<file path="src/rtl/timer_multi_if.sv">
// Bus interface of the multi-channel timer: one read or write per clock,
// selected by we, with combinational read data and a level interrupt.
interface timer_multi_if #(
   parameter int BITS = 32
);
   // Handshake: there is no valid/ready pair. Every cycle is a bus cycle.
   // we=1 writes dataBusIn at the rising edge if memAddr decodes.
   // we=0 reads: dataBusOut is combinational, and a CNT read has its side effect at that edge.
   logic            we;
   logic [BITS-1:0] memAddr;
   logic [BITS-1:0] dataBusIn;
   logic [BITS-1:0] dataBusOut;
   logic            intr;

   modport master (output we, output memAddr, output dataBusIn,
                   input dataBusOut, input intr);
   modport slave  (input we, input memAddr, input dataBusIn,
                   output dataBusOut, output intr);
endinterface

</file>
<file path="src/rtl/timer_multi.sv">
// Multi-channel timer. A shared prescaler produces one tick every
// TIME_LENGTH clocks. Each channel counts ticks up to LIM-1, then wraps and
// raises a sticky ready flag. A second terminal event while ready is still set
// marks overrun. Registers per channel at BASE+16n: CNT(+0), LIM(+4), CTRL(+8).
module timer_multi #(
   parameter int              BITS        = 32,
   parameter logic [BITS-1:0] BASE        = 32'hF000_0100,
   parameter int              CHANNELS    = 2,
   parameter int              TIME_LENGTH = 1000
) (
   input  logic          clk,
   input  logic          reset,
   timer_multi_if.slave  bus
);
   localparam int PW = (TIME_LENGTH > 1) ? $clog2(TIME_LENGTH) : 1;

   logic [PW-1:0]         presc_q, presc_d;
   logic                  tick;

   logic [BITS-1:0]       cnt_q [CHANNELS];
   logic [BITS-1:0]       cnt_d [CHANNELS];
   logic [BITS-1:0]       lim_q [CHANNELS];
   logic [BITS-1:0]       lim_d [CHANNELS];
   logic [BITS-1:0]       ctrl_w [CHANNELS];
   logic [CHANNELS-1:0]   ready_q, ready_d, ovr_q, ovr_d;
   logic [CHANNELS-1:0]   one_q, one_d, run_q, run_d, ie_q, ie_d;

   logic [BITS-1:0]       off;
   logic [CHANNELS-1:0]   hit_cnt, hit_lim, hit_ctrl;
   logic [CHANNELS-1:0]   adv, term;

   // Shared prescaler: count 0..TIME_LENGTH-1; tick marks the last count.
   always_comb begin
      tick    = (presc_q == PW'(TIME_LENGTH - 1));
      presc_d = tick ? '0 : presc_q + PW'(1);
   end

   // Address decode, plus per-channel advance and terminal conditions.
   // A CNT write in the same cycle suppresses that cycle's terminal event.
   always_comb begin
      off = bus.memAddr - BASE;
      for (int n = 0; n < CHANNELS; n++) begin
         hit_cnt[n]  = (off == BITS'(16 * n));
         hit_lim[n]  = (off == BITS'(16 * n + 4));
         hit_ctrl[n] = (off == BITS'(16 * n + 8));
         adv[n]      = tick && run_q[n] && (lim_q[n] != '0);
         term[n]     = adv[n] && (cnt_q[n] == lim_q[n] - BITS'(1))
                       && !(bus.we && hit_cnt[n]);
      end
   end

   // Next-state for every channel. Bus updates are applied first.
   // The terminal event is applied last, so it wins over any ready/overrun clear.
   always_comb begin
      for (int n = 0; n < CHANNELS; n++) begin
         cnt_d[n]   = cnt_q[n];
         lim_d[n]   = lim_q[n];
         ready_d[n] = ready_q[n];
         ovr_d[n]   = ovr_q[n];
         one_d[n]   = one_q[n];
         run_d[n]   = run_q[n];
         ie_d[n]    = ie_q[n];
         if (bus.we && hit_cnt[n]) begin
            cnt_d[n] = bus.dataBusIn;
         end else if (adv[n]) begin
            cnt_d[n] = term[n] ? '0 : cnt_q[n] + BITS'(1);
         end
         if (bus.we && hit_lim[n]) begin
            lim_d[n] = bus.dataBusIn;
         end
         if (bus.we && hit_ctrl[n]) begin
            one_d[n]   = bus.dataBusIn[4];
            run_d[n]   = bus.dataBusIn[5];
            ie_d[n]    = bus.dataBusIn[8];
            ready_d[n] = ready_q[n] & bus.dataBusIn[0];
            ovr_d[n]   = ovr_q[n] & bus.dataBusIn[2];
         end
         if (!bus.we && hit_cnt[n]) begin
            ready_d[n] = 1'b0;
         end
         if (term[n]) begin
            ready_d[n] = 1'b1;
            if (ready_q[n]) ovr_d[n] = 1'b1;
            if (one_q[n])   run_d[n] = 1'b0;
         end
      end
   end

   // State registers with asynchronous clear.
   always_ff @(posedge clk or posedge reset) begin
      if (reset) begin
         presc_q <= '0;
         ready_q <= '0;
         ovr_q   <= '0;
         one_q   <= '0;
         run_q   <= '0;
         ie_q    <= '0;
         for (int n = 0; n < CHANNELS; n++) begin
            cnt_q[n] <= '0;
            lim_q[n] <= '0;
         end
      end else begin
         presc_q <= presc_d;
         ready_q <= ready_d;
         ovr_q   <= ovr_d;
         one_q   <= one_d;
         run_q   <= run_d;
         ie_q    <= ie_d;
         for (int n = 0; n < CHANNELS; n++) begin
            cnt_q[n] <= cnt_d[n];
            lim_q[n] <= lim_d[n];
         end
      end
   end

   // Read mux and interrupt, both combinational from register state.
   always_comb begin
      bus.dataBusOut = '0;
      bus.intr       = 1'b0;
      for (int n = 0; n < CHANNELS; n++) begin
         ctrl_w[n]    = '0;
         ctrl_w[n][0] = ready_q[n];
         ctrl_w[n][2] = ovr_q[n];
         ctrl_w[n][4] = one_q[n];
         ctrl_w[n][5] = run_q[n];
         ctrl_w[n][8] = ie_q[n];
         if (!bus.we) begin
            if (hit_cnt[n])  bus.dataBusOut = cnt_q[n];
            if (hit_lim[n])  bus.dataBusOut = lim_q[n];
            if (hit_ctrl[n]) bus.dataBusOut = ctrl_w[n];
         end
         bus.intr = bus.intr | (ready_q[n] & ie_q[n]);
      end
   end
endmodule

</file>
<file path="src/flat_wrapper.sv">
// flat-port wrapper written by rule: the top's interface ports become plain ports
module timer_multi_flat 
#(
   parameter int              BITS        = 32,
   parameter logic [BITS-1:0] BASE        = 32'hF000_0100,
   parameter int              CHANNELS    = 2,
   parameter int              TIME_LENGTH = 1000
)
  (clk, reset, bus_we, bus_memAddr, bus_dataBusIn, bus_dataBusOut, bus_intr);
  timer_multi_if #(.BITS(BITS)) bus_i ();
  input  logic clk;
  input  logic reset;
  input wire logic [$bits(bus_i.we)-1:0] bus_we;
  input wire logic [$bits(bus_i.memAddr)-1:0] bus_memAddr;
  input wire logic [$bits(bus_i.dataBusIn)-1:0] bus_dataBusIn;
  output wire logic [$bits(bus_i.dataBusOut)-1:0] bus_dataBusOut;
  output wire logic [$bits(bus_i.intr)-1:0] bus_intr;
  assign bus_i.we = bus_we;
  assign bus_i.memAddr = bus_memAddr;
  assign bus_i.dataBusIn = bus_dataBusIn;
  assign bus_dataBusOut = bus_i.dataBusOut;
  assign bus_intr = bus_i.intr;
  timer_multi #(.BITS(BITS), .BASE(BASE), .CHANNELS(CHANNELS), .TIME_LENGTH(TIME_LENGTH)) u_core (.clk(clk), .reset(reset), .bus(bus_i));
endmodule
</file>
<file path="config.mk">
export PLATFORM = sky130hd
export DESIGN_NAME = timer_multi_flat
export DESIGN_NICKNAME = d
export VERILOG_FILES = /design/src/rtl/timer_multi_if.sv /design/src/rtl/timer_multi.sv /design/src/flat_wrapper.sv
export SDC_FILE = /design/constraint.sdc
export NUM_CORES = 1
export LEC_CHECK = 0
export BUFFER_PORTS_ARGS = -buffer_cell sky130_fd_sc_hd__buf_2
export CAP_MARGIN = 20
export CORE_MARGIN = 2
export CORE_UTILIZATION = 35
export CTS_CLUSTER_SIZE = 8
export DETAILED_ROUTE_END_ITERATION = 8
export GPL_TIMING_DRIVEN = 0
export SYNTH_ARGS = -nofsm -noshare
export SYNTH_HDL_FRONTEND = slang
export SYNTH_SLANG_ARGS = --single-unit
</file>
<file path="constraint.sdc">
create_clock -name clk -period 6.2 [get_ports clk]
set_input_delay 1.24 -clock clk [delete_from_list [all_inputs] [get_ports clk]]
set_output_delay 1.24 -clock clk [all_outputs]
set_load 0.05 [all_outputs]
</file>
# == Word level (Yosys, flattened, before mapping) ==
# Cells that the tools add are included.
# classes
mul,0
reduce_logical,26
n_bitwise,7
div_mod_pow,0
shifts,0
n_addsub,6
n_mux,33
n_eq_ne,8
n_lt_le_gt_ge,0
# ops
operator,count
$mux 32,14
$eq 32x5->1 const B,3
$add 32x1->32 const B,2
$eq 32x32->1,2
$reduce_bool 32->1,2
$sub 32x1->32 const B,2
$eq 32x3->1 const B,1
$eq 32x4->1 const B,1
$logic_not 32->1,1
$sub 32x32->32 const B,1
$mux 1,18
$logic_and 1x1->1,16
$add 10x1->10 const B,1
$eq 10x10->1 const B,1
$mux 10,1
$and 1x1->1,6
$reduce_bool 3->1,2
$reduce_bool 2->1,2
$logic_not 1->1,3
$or 1x1->1,1
# totals
out_inout_bits,33
n_memories,0
latchBits,0
elab_cells,93
ramBits,0
reg_bits,148
mem_bits_ro,0

# == Depth between registers and ports, before layout ==
# depth
ltp_word,10
mapped_depth,14

# == Worst setup path after synthesis ==
# Ideal clock, no wire load.
# synth_timing
path_type,input -> output
start,input bus_memAddr[7]
end,output bus_dataBusOut[4]
path_buffers,3
slack_ns,0.670
arrival_time_ns,4.290
path_stages,9
cell_sequence,nor4_1 > nand2_1 > or4_1 > clkbuf_1 > nor3_1 > clkbuf_1 > buf_1 > a32oi_1 > o21ai_0
# synth_between
elab_chain_len,10
# synth_rtl
item,line,source
start: declaration,flat_wrapper.sv:14,input wire logic [$bits(bus_i.memAddr)-1:0] bus_memAddr;
$sub 32x32->32 *,timer_multi.sv:41,off = bus.memAddr - BASE;
$logic_not 32->1,timer_multi.sv:43,hit_cnt[n] = (off == BITS'(16 * n));
$mux 32,timer_multi.sv:128,if (hit_cnt[n]) bus.dataBusOut = cnt_q[n];
$mux 32,timer_multi.sv:129,if (hit_lim[n]) bus.dataBusOut = lim_q[n];
$mux 32,timer_multi.sv:130,if (hit_ctrl[n]) bus.dataBusOut = ctrl_w[n];
$mux 32,timer_multi.sv:127,if (!bus.we) begin
$mux 32,timer_multi.sv:128,
$mux 32,timer_multi.sv:129,
$mux 32,timer_multi.sv:130,
$mux 32 *,timer_multi.sv:127,
end: declaration,flat_wrapper.sv:16,output wire logic [$bits(bus_i.dataBusOut)-1:0] bus_dataBusOut;
# Mark *: on every way between the ends. The rest lies on a longest branch, timed or not.

# == Worst setup path in the final report ==
# layout_timing
start,input bus_memAddr[7]
end,output bus_dataBusOut[11]
# Same word-level chain as after synthesis.

==> qor.yml <==
status: "complete, no violations"
endpoint_kind: "primary output"
ant_nets: 0
ys_seq_area_frac: 0.315
place_congestion: 0.928
core_area_mm2: 0.0334
cp.buffers_inverters: 5
die-area_mm2: 0.0351
total_power_mw: 2.27
pre_cts_slack_ns: 0.220
power_leakage_nw: 6.15
setup_violations: 0
drv_slew: 0
crit_cells: 12
worst_pin_slew_ns: 1.10
htree_levels: 4
critPathSlowestCell: "or4_1"
numCtsBuffers: 17
synth_top_cell_by_area: "dfrtp_1"
vias_per_cell: 6.00
detail_route.wl_per_cell_um: 22.9
hold_path.class: "reg -> reg"
wl_met3_um: 2720
ff2ff_path_depth: 12
synth-edff-count: 0
wl_met2_um: 21200
synthCells: 1396
syn-num-nets: 1469
ys_top_cells_by_count: "dfrtp_1 (148), nor2_1 (116), nand2_1 (92)"
netlist_area_mm2: 0.0118
slew_headroom: 0.262
cts_tree: "yes"
yosysMostFrequentCell: "dfrtp_1"
synth_flop_cell: "dfrtp_1"
worstPathMaxFanout: 10
clock.fmax_ghz: 0.170
cts_root_buf: "clkbuf_16"
grt_first_pass_wirelength_um: 70500
drc: 0
met1_length_um: 19100
port_buffers: 98
die_y_um: 187
postCtsSetupRepairBufs: 0
rsz0062_at_grt: "false"
r2r_end: "u_core.cnt_q[60]$_DFFE_PP0P_"
slowest_delay_ns: 0.48
powerDensity_mw_per_mm2: 168
grt_usage: 0.260
synth_seq_cells: 148
antenna_found_initial: 0
period_needed_ns: 5.89
worst_slack_ns: 0.312
synthArstFlopShare: 1.00
area_growth_pct: 14.9
vdd_drop_max_mv: 0.195
whs_ns: 0.483
finalHoldViolCount: 0
cts_buffer_depth: 2
dr.first_iter.drc_count: 1223
ios: 100
cts_sinks: 148
synth_area_per_cell_um2: 8.43
crit_start: "bus_memAddr[7]"
cp.arrival_ns: 4.65
die_w_um: 187
worstHoldStart: "u_core.presc_q[0]$_DFF_PP0_"
r2r_slack_ns: 1.96
worstPathCellList: "buf_2 > nor4_1 > nand2_1 > or4_1 > clkbuf_1 > nor3_1 > clkbuf_1 > buf_1 > a21o_1 > a222oi_1 > nor2_1 > buf_2"
first_pass_iters: 7
topRoutingLayerUsed: "met4"
min_period_over_period: 0.950
critical_path_class: "in -> out"
wirelength_um: 45300
netlist_top_cells_area: "dfrtp_1 (31%), mux2_2 (6.8%), xnor2_1 (4.5%)"
synth.distinct_cells: 89
grt_pass1_vias: 11500
start_kind: "primary input"
crit_end: "bus_dataBusOut[11]"
clock_latency_ns: 0.45
grt_max_degree: 86
start_util: 0.353
rows: 67
num_vias: 11900
timing.rr.start: "u_core.lim_q[34]$_DFFE_PP0P_"
path_clk_slew_ns: 0.07
layout-drive-gt1-share: 0.198
cap_viol_max_count: 0
required_ns: 4.96
overflow: 0
n_antenna_cell: 0
hpwl_um: 35100
synth_top_area_frac: 0.315
synth_warnings: 0
cp_top_family: "simple AND/OR/NAND/NOR gates"
fin_skew_ns: 0.0125
final_nets: 1588
flip-flops by register name (all words and copies together), names as in the netlist:
signal / count
u_core.ovr_q: 2
u_core.one_q: 2
u_core.lim_q: 64
u_core.presc_q: 10
u_core.run_q: 2
u_core.cnt_q: 64
u_core.ready_q: 2
u_core.ie_q: 2
per-layer routing:
metal / GRT usage / vias up
met5: 0 / -
met2: 0.420 / 521
met1: 0.343 / 5781
li1: - / 5451
met3: 0.0302 / 112
met4: 0.135 / 0
layout make-up:
class | instances | area, µm²
Sequential cell | 148 | 3700
Inverter | 16 | 65.1
Clock buffer | 18 | 439
Timing Repair Buffer | 100 | 523
Multi-Input combinational cell | 1100 | 7350
Clock inverter | 14 | 226
Tap cell | 448 | 561
Buffer | 132 | 666
Fill cell | 3439 | 19800
stage by stage:
step / utilization / cell area, µm² / cells / setup TNS, ns
4_1_cts: 0.405 / 13500 / 1976 / 0
3_3_place_gp: 0.384 / 12800 / 1942 / -140.91
3_5_place_dp: 0.386 / 12900 / 1944 / 0
5_1_grt: 0.405 / 13500 / 1976 / 0
2_1_floorplan: - / 11800 / 1396 / 0
6_report: 0.405 / 13500 / 1976 / 0
cells by family after synthesis:
family | count (synthesis) | share of synthesized area
AO/OA/AOI/OAI | 359 | 0.210
XOR/XNOR | 87 | 0.0647
adder cells (fa/ha/maj) | 6 | 0.00638
buffers and inverters | 148 | 0.0615
flip-flops | 148 | 0.315
multiplexers | 79 | 0.0747
AND/OR/NAND/NOR | 569 | 0.268
power by group:
group          leakage, nW  internal (mW)  total (mW)  switching, mW
Clock                0.317          0.731        1.20          0.471
Combinational         3.99         0.0264       0.102         0.0756
Sequential            1.84          0.965       0.965      0.0000140
Total                 6.15           1.72        2.27          0.547
placed cells by master (no fill, tap or decap), types with 20 or more instances in the layout:
cell type	Yosys	layout
dfrtp_1	148	148
nor2_1	116	116
buf_2	16	115
nand2_1	92	92
clkbuf_1	88	88
o21ai_0	82	82
a21oi_1	79	79
mux2_2	71	71
nand3_1	67	67
xnor2_1	60	60
nor3_1	55	55
nor4_1	41	41
and3_1	33	33
a21o_1	29	29
xor2_1	27	27
a222oi_1	27	27
nand4_1	26	26
o21a_1	23	23
or3_1	20	20
or2_2	20	20
worst min-delay path by stage:
stage | cells after the start | to
after detailed placement | 1 | u_core.presc_q[0]$_DFF_PP0_
after global routing | 1 | u_core.presc_q[0]$_DFF_PP0_
final | 1 | u_core.presc_q[0]$_DFF_PP0_
after global placement | 1 | u_core.presc_q[0]$_DFF_PP0_
after floorplan | 1 | u_core.run_q[0]$_DFF_PP0_
after CTS | 1 | u_core.presc_q[0]$_DFF_PP0_
what timing repair did:
action / 4_1_cts / 5_1_grt
resized for setup: 0 / 1
setup endpoints to repair: 0 / 2
hold buffers: 0 / 0
Power figures use the tool's default switching activity.
